<file path="src/rtl/ddr3_playback_reader_pkg.sv">
// Shared read command code, FSM state encoding and address step default for the playback reader.
// No logic of its own; latency and backpressure are not applicable.
package ddr3_playback_reader_pkg;

    localparam logic [2:0] CMD_READ      = 3'b001;
    localparam int         ADDR_STEP_DEF = 8;

    typedef enum logic [1:0] {
        S_IDLE,
        S_WAIT_CAL,
        S_ISSUE,
        S_DRAIN
    } state_t;

endpackage

</file>
<file path="src/rtl/ddr3_playback_reader_rd_word_buf.sv">
// Synchronous DEPTH x WIDTH word FIFO with a show-ahead head word and an occupancy count.
// Push is visible one cycle later; push is dropped when full and pop is ignored when empty.
module rd_word_buf #(
    parameter int   DEPTH = 4,
    parameter int   WIDTH = 256,
    localparam int  CNT_W = $clog2(DEPTH + 1)
) (
    input  logic             clk,
    input  logic             reset,
    input  logic             push_i,
    input  logic [WIDTH-1:0] din_i,
    input  logic             pop_i,
    output logic [WIDTH-1:0] dout_o,
    output logic [CNT_W-1:0] count_o
);

    localparam int               PTR_W    = (DEPTH > 1) ? $clog2(DEPTH) : 1;
    localparam logic [PTR_W-1:0] LAST_PTR = PTR_W'(DEPTH - 1);
    localparam logic [CNT_W-1:0] FULL_CNT = CNT_W'(DEPTH);

    logic [WIDTH-1:0] mem_q [DEPTH];
    logic [PTR_W-1:0] wr_ptr_q, wr_ptr_d;
    logic [PTR_W-1:0] rd_ptr_q, rd_ptr_d;
    logic [CNT_W-1:0] count_q, count_d;
    logic             do_push, do_pop;

    always_comb begin
        do_push  = push_i && (count_q != FULL_CNT);
        do_pop   = pop_i && (count_q != '0);
        wr_ptr_d = wr_ptr_q;
        rd_ptr_d = rd_ptr_q;
        count_d  = count_q;
        if (do_push) begin
            wr_ptr_d = (wr_ptr_q == LAST_PTR) ? '0 : wr_ptr_q + 1'b1;
        end
        if (do_pop) begin
            rd_ptr_d = (rd_ptr_q == LAST_PTR) ? '0 : rd_ptr_q + 1'b1;
        end
        if (do_push && !do_pop) begin
            count_d = count_q + 1'b1;
        end else if (!do_push && do_pop) begin
            count_d = count_q - 1'b1;
        end
    end

    always_ff @(posedge clk) begin
        if (reset) begin
            wr_ptr_q <= '0;
            rd_ptr_q <= '0;
            count_q  <= '0;
        end else begin
            wr_ptr_q <= wr_ptr_d;
            rd_ptr_q <= rd_ptr_d;
            count_q  <= count_d;
        end
    end

    // Storage needs no reset: emptiness is tracked by the pointers and count alone.
    always_ff @(posedge clk) begin
        if (do_push) begin
            mem_q[wr_ptr_q] <= din_i;
        end
    end

    assign dout_o  = mem_q[rd_ptr_q];
    assign count_o = count_q;

endmodule

</file>
<file path="src/rtl/ddr3_playback_reader.sv">
// Streams a block of DDR3 words out as an LSB-first byte stream, optionally looping forever.
// Bytes start one cycle after a word lands; reads are throttled by MAX_OUT credits, bytes by sample_ready.
module ddr3_playback_reader
    import ddr3_playback_reader_pkg::*;
#(
    parameter int ADDR_W    = 29,
    parameter int DATA_W    = 256,
    parameter int ADDR_STEP = ADDR_STEP_DEF,
    parameter int MAX_OUT   = 4
) (
    input  logic              clk,
    input  logic              reset,
    input  logic              start,
    input  logic [ADDR_W-1:0] start_addr,
    input  logic [15:0]       word_count,
    input  logic              loop_en,
    input  logic              init_calib_complete,
    output logic              app_en,
    output logic [2:0]        app_cmd,
    output logic [ADDR_W-1:0] app_addr,
    input  logic              app_rdy,
    input  logic [DATA_W-1:0] app_rd_data,
    input  logic              app_rd_data_valid,
    output logic [7:0]        sample_data,
    output logic              sample_valid,
    input  logic              sample_ready,
    output logic              busy,
    output logic              done
);

    localparam int                BYTES    = DATA_W / 8;
    localparam int                IDX_W    = (BYTES > 1) ? $clog2(BYTES) : 1;
    localparam int                CNT_W    = $clog2(MAX_OUT + 1);
    localparam logic [IDX_W-1:0]  LAST_IDX = IDX_W'(BYTES - 1);
    localparam logic [CNT_W-1:0]  CREDITS  = CNT_W'(MAX_OUT);
    localparam logic [ADDR_W-1:0] STEP     = ADDR_W'(ADDR_STEP);

    state_t             state_q, state_d;
    logic [ADDR_W-1:0]  base_q, base_d;
    logic [ADDR_W-1:0]  addr_q, addr_d;
    logic [15:0]        len_q, len_d;
    logic [15:0]        rem_q, rem_d;
    logic [CNT_W-1:0]   credit_q, credit_d;
    logic [DATA_W-1:0]  ser_q, ser_d;
    logic               ser_vld_q, ser_vld_d;
    logic [IDX_W-1:0]   idx_q, idx_d;
    logic               done_q, done_d;

    logic               cmd_en, cmd_acc, byte_hs, last_hs, ser_load, buf_push;
    logic [DATA_W-1:0]  buf_dout;
    logic [CNT_W-1:0]   buf_cnt;

    rd_word_buf #(
        .DEPTH (MAX_OUT),
        .WIDTH (DATA_W)
    ) u_buf (
        .clk     (clk),
        .reset   (reset),
        .push_i  (buf_push),
        .din_i   (app_rd_data),
        .pop_i   (ser_load),
        .dout_o  (buf_dout),
        .count_o (buf_cnt)
    );

    // credit_q counts reads in flight plus words parked in the buffer.
    assign cmd_en   = (state_q == S_ISSUE) && (credit_q < CREDITS);
    assign cmd_acc  = cmd_en && app_rdy;
    assign byte_hs  = ser_vld_q && sample_ready;
    assign last_hs  = byte_hs && (idx_q == LAST_IDX);
    assign ser_load = (!ser_vld_q || last_hs) && (buf_cnt != '0);
    assign buf_push = app_rd_data_valid && (state_q != S_IDLE);

    always_comb begin
        state_d   = state_q;
        base_d    = base_q;
        addr_d    = addr_q;
        len_d     = len_q;
        rem_d     = rem_q;
        credit_d  = credit_q;
        ser_d     = ser_q;
        ser_vld_d = ser_vld_q;
        idx_d     = idx_q;
        done_d    = 1'b0;

        case (state_q)
            S_IDLE: begin
                if (start) begin
                    if (word_count != 16'd0) begin
                        state_d = S_WAIT_CAL;
                        base_d  = start_addr;
                        addr_d  = start_addr;
                        len_d   = word_count;
                        rem_d   = word_count;
                    end else begin
                        done_d = 1'b1;
                    end
                end
            end
            S_WAIT_CAL: begin
                if (init_calib_complete) begin
                    state_d = S_ISSUE;
                end
            end
            S_ISSUE: begin
                if (cmd_acc) begin
                    if (rem_q != 16'd1) begin
                        addr_d = addr_q + STEP;
                        rem_d  = rem_q - 16'd1;
                    end else if (loop_en) begin
                        addr_d = base_q;
                        rem_d  = len_q;
                    end else begin
                        addr_d  = addr_q + STEP;
                        rem_d   = '0;
                        state_d = S_DRAIN;
                    end
                end
            end
            S_DRAIN: begin
                // No credits left means the serializer holds the very last word.
                if (last_hs && (credit_q == '0)) begin
                    state_d = S_IDLE;
                    done_d  = 1'b1;
                end
            end
            default: state_d = S_IDLE;
        endcase

        case ({cmd_acc, ser_load})
            2'b10:   credit_d = credit_q + 1'b1;
            2'b01:   credit_d = credit_q - 1'b1;
            default: credit_d = credit_q;
        endcase

        if (ser_load) begin
            ser_d     = buf_dout;
            ser_vld_d = 1'b1;
            idx_d     = '0;
        end else if (last_hs) begin
            ser_vld_d = 1'b0;
        end else if (byte_hs) begin
            ser_d = ser_q >> 8;
            idx_d = idx_q + 1'b1;
        end
    end

    always_ff @(posedge clk) begin
        if (reset) begin
            state_q   <= S_IDLE;
            base_q    <= '0;
            addr_q    <= '0;
            len_q     <= '0;
            rem_q     <= '0;
            credit_q  <= '0;
            ser_q     <= '0;
            ser_vld_q <= 1'b0;
            idx_q     <= '0;
            done_q    <= 1'b0;
        end else begin
            state_q   <= state_d;
            base_q    <= base_d;
            addr_q    <= addr_d;
            len_q     <= len_d;
            rem_q     <= rem_d;
            credit_q  <= credit_d;
            ser_q     <= ser_d;
            ser_vld_q <= ser_vld_d;
            idx_q     <= idx_d;
            done_q    <= done_d;
        end
    end

    assign app_en       = cmd_en;
    assign app_cmd      = cmd_en ? CMD_READ : 3'b000;
    assign app_addr     = addr_q;
    assign sample_data  = ser_q[7:0];
    assign sample_valid = ser_vld_q;
    assign busy         = (state_q != S_IDLE);
    assign done         = done_q;

endmodule

</file>
<file path="config.mk">
export PLATFORM = sky130hd
export DESIGN_NAME = ddr3_playback_reader
export DESIGN_NICKNAME = d
export VERILOG_FILES = /design/src/rtl/ddr3_playback_reader_pkg.sv /design/src/rtl/ddr3_playback_reader_rd_word_buf.sv /design/src/rtl/ddr3_playback_reader.sv
export SDC_FILE = /design/constraint.sdc
export NUM_CORES = 1
export LEC_CHECK = 0
export BUFFER_PORTS_ARGS = -buffer_cell sky130_fd_sc_hd__buf_2
export CORE_ASPECT_RATIO = 1.75
export CORE_MARGIN = 10
export CORE_UTILIZATION = 60
export CTS_CLUSTER_DIAMETER = 60
export DETAILED_ROUTE_END_ITERATION = 8
export GPL_TIMING_DRIVEN = 0
export PLACE_DENSITY = 0.89
export SETUP_SLACK_MARGIN = 0.5
export SLEW_MARGIN = 20
export SYNTH_ARGS = -nofsm -noshare
export SYNTH_HDL_FRONTEND = slang
export SYNTH_SLANG_ARGS = --single-unit
</file>
<file path="constraint.sdc">
create_clock -name clk -period 22.4 [get_ports clk]
set_input_delay 2.24 -clock clk [delete_from_list [all_inputs] [get_ports clk]]
set_output_delay 2.24 -clock clk [all_outputs]
set_load 0.02 [all_outputs]
</file>
==> reports/qor.tcl, run 1 <==
set qor(remaining_drc_errors) 0
set qor(dr.pass1.iters) 7
set qor(top_level_ports) 353
set qor(wl_met3_mm) 13.4
set qor(first_global_vias) 33200
set qor(timing.final.crit_period_ps) 5160
set qor(dieArea_um2) 100000
set qor(worstPathMaxFanout) 10
set qor(setup_violations) 0
set qor(max_freq_ghz) 0.194
set qor(syn_area_um2) 52600
set qor(synth_warn) 0
set qor(synth.lib_cells_used.distinct) 71
set qor(chipWidth_um) 244
set qor(yosys-top-cells-count) {sky130_fd_sc_hd__edfxtp_1 (1,024), sky130_fd_sc_hd__nand2_1 (395), sky130_fd_sc_hd__dfxtp_1 (367), sky130_fd_sc_hd__a21oi_1 (334), sky130_fd_sc_hd__mux4_2 (256)}
set qor(dr.max_layer_used) {met5}
set qor(worstSkewPairLatency_ps) 750
set qor(fin_worst_skew_ps) 64.4
set qor(worst_slew_margin_rel) 0.236
set qor(critical_path_class) {flip-flop to primary output}
set qor(post-synth-top-count-cell) {sky130_fd_sc_hd__edfxtp_1}
set qor(rows) 143
set qor(multi_input_logic_area_um2) 13400
set qor(wirelength_met1_mm) 47.6
set qor(core_region_area_um2) 87000
set qor(antenna_found_initial) 76
set qor(cp.arrival_ps) 2920
set qor(n_fill_cell) 5402
set qor(synth_top_family_by_area) {multiplexers}
set qor(cts_tree) {yes}
set qor(ant_nets) 0
set qor(critical_path.endpoint_type) {primary output}
set qor(sequentialPowerShare) 0.447
set qor(wire_per_inst_um) 28.4
set qor(timing.final.crit_share) 0.230
set qor(fin_hold_ws_ps) 454
set qor(floorplan.initialDensity) 0.605
set qor(yosys.area_share.simple) 0.0499
set qor(post_synth_inst_count) 3263
set qor(clockPowerShare) 0.274
set qor(synth_area_leaders) {sky130_fd_sc_hd__edfxtp_1 (58%), sky130_fd_sc_hd__dfxtp_1 (14%), sky130_fd_sc_hd__mux4_2 (11%)}
set qor(clock_tree.buffer_depth) 3
set qor(p_switching_mw) 2.49
set qor(routed_wirelength_mm) 144
set qor(top_cell_type_s_share_of_synthesized_area) 0.585
set qor(routed-via-count) 32900
set qor(drive_gt1_frac) 0.232
set qor(place_congestion) 0.945
set qor(internal_power_mw) 5.17
set qor(run_status) {complete, no violations}
set qor(layout.nets) 4079
set qor(setup.worst_path.start_class) {flip-flop}
set qor(hold_violations) 0
set qor(pwr_density_cell_nw_per_um2) 127
set qor(cts.repair.resized) 0
set qor(postSynthAreaPerCell_um2) 16.1
set qor(layout-area-overhead-vs-synth_pct) 15.0
set qor(rsz0062_at_grt) {no}
set qor(cts_htree_levels) 3
set qor(numClockSinks) 1391
set qor(synth_enable_flop_cells) 1024
set qor(sequential_cell_area_um2) 38100
set qor(synth.yosys.seq_area_share) 0.725
set qor(cts_made_buffers) 114
set qor(portBuffers) 349
set qor(setup_tns_ps) 0
set qor(post-cts-setup-buffers) 0
set qor(vertical_die_dimension_um) 412
set qor(hpwlAfterDp_mm) 94.1
set qor(vdd_ir_drop_max_mv) 0.0987
set qor(dominantRegCellSynth) {sky130_fd_sc_hd__edfxtp_1}
set qor(final_max_slew_viol_count) 0
set qor(dr_wl_met2_mm) 73.5
set qor(synthDominantAreaCellType) {sky130_fd_sc_hd__edfxtp_1}
set qor(critical_path_required_ps) 20160
set qor(wire_length_of_the_first_global_routing_pass_mm) 213
set qor(hold_buffers) 0
set qor(synth_seq_cells) 1391
set qor(grt_max_degree) 48
set qor(tightestPinTransition_ps) 1140
set qor(timing.max_cap.violations) 0
set qor(clock_root_buffer) {sky130_fd_sc_hd__clkbuf_16}
set qor(post_synth_mux_area_share) 0.112
set qor(p_comb_frac) 0.280
set qor(ys_async_sr_fraction) 0
set qor(synth_xor_area_frac) 0.00433
set qor(track_usage) 0.283
set qor(hp-class) {flip-flop to flip-flop}
set qor(synth_compound_area_frac) 0.0830
set qor(clkSlewWorstSetupHoldPaths_ps) 70
set qor(overflow) 0
set qor(switching_share) 0.325
set qor(leakage_nw) 19.9
set qor(detail_route.iter0.violations) 3845
set qor(post_synth_fa_ha_maj_area_fraction) 0.00481
set qor(viasPerCell) 6.51
## final timing paths
kind	cells after the start	slack, ps	to	from
worst max register to register	14	18280	credit_q[2]	idx_q[0]
worst min register to register	2	450	len_q[4]	len_q[4]
worst max-delay path	8	17240	app_cmd[0]	state_q[0]
worst min-delay path	2	450	len_q[4]	len_q[4]
## routing by layer
| metal | vias up | track usage |
|---|---|---|
| met5 | - | 0 |
| met4 | 70 | 0.166 |
| met3 | 578 | 0.0700 |
| met2 | 2189 | 0.480 |
| met1 | 16300 | 0.322 |
| li1 | 13800 | - |
## kinds of logic (layout without fill, tap and decap cells)
logic type               after synthesis  count (layout)
flip-flops                          1391            1391
AO/OA/AOI/OAI                        698             698
AND/OR/NAND/NOR                      604             604
multiplexers                         266             266
buffers and inverters                258             846
XOR/XNOR                              26              26
adder cells (fa/ha/maj)               19              19
other                                  1              35
## power groups by stage
stage          sequential [mW]  combinational [mW]  clock [mW]
2_1_floorplan             3.43                1.42           0
3_3_place_gp              3.51                1.98           0
3_5_place_dp              3.44                2.08           0
4_1_cts                   3.40                2.13        2.11
5_1_grt                   3.44                2.29        2.20
6_report                  3.42                2.14        2.10
## cell type report
type	count	area share
flip-flops and latches	1391	0.630
multi-input cells	1615	0.221
clock buffers	149	0.0526
repair buffers	371	0.0389
well taps	1160	0.0240
plain buffers	235	0.0176
clock inverters	68	0.0132
inverters	23	0.00143
diodes	33	0.00137
## critical path, stage by stage (launching register included)
cell and delay, ps:
sky130_fd_sc_hd__dfxtp_1 390, sky130_fd_sc_hd__inv_1 100, sky130_fd_sc_hd__ha_1 250, sky130_fd_sc_hd__clkbuf_8 210, sky130_fd_sc_hd__inv_2 210, sky130_fd_sc_hd__clkbuf_1 590, sky130_fd_sc_hd__nor2_1 130, sky130_fd_sc_hd__buf_4 170
sky130_fd_sc_hd__buf_2 150
## placed cells by master, fill, tap and decap left out, drive strengths merged, types with 13 or more instances in the layout
| cell type | synthesis | layout |
|---|---|---|
| a211oi | 13 | 13 |
| a21oi | 334 | 334 |
| a22oi | 238 | 238 |
| a311oi | 17 | 17 |
| buf | 71 | 442 |
| clkbuf | 164 | 313 |
| clkinv | 0 | 37 |
| dfxtp | 367 | 367 |
| diode | 0 | 33 |
| edfxtp | 1024 | 1024 |
| ha | 17 | 17 |
| inv | 23 | 31 |
| mux4 | 256 | 256 |
| nand2 | 395 | 395 |
| nand3 | 28 | 28 |
| nor2 | 79 | 79 |
| nor3 | 30 | 30 |
| nor4 | 14 | 14 |
| o211ai | 15 | 15 |
| o21ai | 35 | 35 |
| xor2 | 15 | 15 |
## registers in the layout, summed over array words and instances, names as in the netlist, named ones only
signal          cells
app_addr           29
state_q             2
u_buf.wr_ptr_q      2
base_q             29
len_q              16
u_buf.count_o       3
u_buf.rd_ptr_q      2
ser_q             256
done                1
credit_q            3
rem_q              16
u_buf.mem_q      1024
idx_q               5
sample_valid        1
## through the flow
stage               std cells  setup WS (ps)   util  total power, mW  cell area, um2
floorplan                3264          13290      -             4.84           52600
global placement         4773           8600  0.642             5.49           55800
detailed placement       4795          16990  0.649             5.52           56400
CTS                      5012          17250  0.694             7.64           60400
global route             5029          17110  0.695             7.93           60400
finish                   5045          17240  0.695             7.66           60500
Note: power is estimated with default switching activity, not from simulation.
==> inputs of run 2 (changes only) <==
==> constraint.sdc (replaced) <==
create_clock -name clk -period 5.2 [get_ports clk]
set_input_delay 0.52 -clock clk [delete_from_list [all_inputs] [get_ports clk]]
set_output_delay 0.52 -clock clk [all_outputs]
set_load 0.02 [all_outputs]
==> run 2 against run 1 <==
  * Clock-buffer cell count decreased by 10
  * Worst setup slack worse by 16000 ps
  * Via count up 4.8%
  * Critical path type is now flip-flop to flip-flop
==> reports/qor.tcl, run 2 (synthesis gave the netlist of run 1 again) <==
set qor(run_status) {complete, no violations}
set qor(numClockSinks) 1391
set qor(routed_wirelength_mm) 153
set qor(grt_max_degree) 48
set qor(cts_htree_levels) 3
set qor(timing.final.crit_share) 0.802
set qor(max_freq_ghz) 0.240
set qor(antenna_found_initial) 30
set qor(wire_per_inst_um) 29.0
set qor(multi_input_logic_area_um2) 13400
set qor(most_common_cell_after_layout_fill_and_taps_aside) {sky130_fd_sc_hd__edfxtp_1}
set qor(dr.pass1.iters) 8
set qor(setup.worst_path.start_class) {flip-flop}
set qor(hpwlAfterDp_mm) 93.2
set qor(setup_tns_ps) 0
set qor(layout.nets) 4302
set qor(crit-reg2reg-launch) {idx_q[0]}
set qor(cts.repair.resized) 0
set qor(cts_tree) {yes}
set qor(min_delay_worst_endpoint) {u_buf.mem_q[1][101]}
set qor(clkSlewWorstSetupHoldPaths_ps) 80
set qor(tightestPinTransition_ps) 1180
set qor(hold_buffers) 223
set qor(top_register) {u_buf.mem_q}
set qor(routed-via-count) 34400
set qor(track_usage) 0.299
set qor(sequential_cell_area_um2) 38100
set qor(remaining_drc_errors) 0
set qor(holdPathStages) 1
set qor(portBuffers) 349
set qor(layout_common_cells) {sky130_fd_sc_hd__edfxtp_1 (1,024), sky130_fd_sc_hd__nand2_1 (395), sky130_fd_sc_hd__buf_2 (378)}
set qor(worst-r2r-setup-slack_ps) 1030
set qor(worst_slew_margin_rel) 0.214
set qor(chipWidth_um) 244
set qor(vdd_ir_drop_max_mv) 0.511
set qor(timing.max_cap.violations) 0
set qor(clock_tree.buffer_depth) 3
set qor(dieArea_um2) 100000
set qor(wire_length_of_the_first_global_routing_pass_mm) 225
set qor(flip_flop_count_of_the_largest_register_after_layout) 1024
set qor(critical_path_required_ps) 5820
set qor(post-route-util) 0.721
set qor(cts_made_buffers) 112
set qor(post-cts-setup-buffers) 0
set qor(core_region_area_um2) 87000
set qor(detailedPlace.worstSlack_ps) 1140
set qor(worstReg2RegEnd) {credit_q[2]}
set qor(hp-class) {input port to flip-flop}
set qor(rsz0062_at_grt) {no}
set qor(layout-area-overhead-vs-synth_pct) 19.3
set qor(n_fill_cell) 5078
set qor(drive_gt1_frac) 0.220
set qor(fin_worst_skew_ps) 62.1
set qor(detail_route.iter0.violations) 4246
set qor(leakage_nw) 20.9
set qor(top_level_ports) 353
set qor(clock_root_buffer) {sky130_fd_sc_hd__clkbuf_16}
set qor(worstPathMaxFanout) 10
set qor(critical_path.endpoint_type) {flip-flop}
set qor(setup_violations) 0
set qor(fin_total_pwr_mw) 33.6
set qor(worstSkewPairLatency_ps) 740
set qor(postLayoutSetupSlackWorst_ps) 1030
set qor(vertical_die_dimension_um) 412
set qor(place_congestion) 0.982
set qor(ant_nets) 0
set qor(largestRegisters) {u_buf.mem_q (1024), ser_q (256)}
set qor(hold_violations) 0
set qor(pwr_density_cell_nw_per_um2) 536
set qor(timing.final.crit_period_ps) 4170
set qor(floorplan.initialDensity) 0.605
set qor(viasPerCell) 6.55
set qor(critical_path_class) {flip-flop to flip-flop}
set qor(rows) 143
set qor(first_global_vias) 35100
set qor(overflow) 0
set qor(final_max_slew_viol_count) 0
set qor(rr_worst_depth) 14
set qor(cp.arrival_ps) 4790
set qor(worst_hold_launch) {app_rd_data[101]}
==> run 2: worst max-delay path by stage <==
stage	cells after the start	endpoint	slack [ps]	startpoint
after floorplan	6	u_buf.mem_q[0][0]	280	state_q[0]
after global placement	6	u_buf.mem_q[0][74]	-2180	state_q[0]
after global routing	14	credit_q[2]	830	idx_q[0]
after detailed placement	14	credit_q[2]	1140	idx_q[0]
after CTS	14	credit_q[2]	1110	idx_q[0]
final	14	credit_q[2]	1030	idx_q[0]
==> run 2: per-stage QoR <==
stage	cell area [um2]	instances	hold WS, ps
3_3_place_gp	55800	4773	438
3_5_place_dp	56400	4797	443
6_report	62700	5255	33.9
5_1_grt	62700	5245	1.13
4_1_cts	62700	5233	0.717
2_1_floorplan	52600	3264	432
==> run 2: critical path: stages, from the launching register on <==
cell and delay [ps]:
sky130_fd_sc_hd__dfxtp_1 380, sky130_fd_sc_hd__ha_1 170, sky130_fd_sc_hd__and3_1 170, sky130_fd_sc_hd__ha_1 220, sky130_fd_sc_hd__nand2_1 90, sky130_fd_sc_hd__a21o_1 230, sky130_fd_sc_hd__inv_2 220, sky130_fd_sc_hd__clkbuf_1 790
sky130_fd_sc_hd__clkbuf_1 500, sky130_fd_sc_hd__ha_1 280, sky130_fd_sc_hd__inv_1 60, sky130_fd_sc_hd__fa_1 380, sky130_fd_sc_hd__xor2_1 160, sky130_fd_sc_hd__or3_1 300, sky130_fd_sc_hd__a21oi_1 140
==> run 2: layout make-up <==
class,instances,area share
clock inverter,74,0.0144
timing repair buffer,596,0.0734
antenna,22,0.000878
clock buffer,139,0.0498
multi-input combinational,1615,0.213
buffer,235,0.0169
inverter,23,0.00138
sequential,1391,0.607
tap,1160,0.0231
==> run 2: report_power, final <==
part	switching [mW]	leakage (nW)	internal [mW]
clock	4.12	1.95	5.15
combinational	5.79	6.63	3.75
sequential	1.09	12.3	13.7
total	11.0	20.9	22.6
==> run 2: per-layer routing <==
layer / routed length, um / global-route usage / share of wire / vias up
li1: - / - / - / 14200
met1: 48900 / 0.335 / 0.32 / 16900
met2: 78500 / 0.520 / 0.51 / 2623
met3: 14800 / 0.0663 / 0.097 / 686
met4: 10200 / 0.173 / 0.067 / 22
met5: 153 / 0 / 0.0010 / -
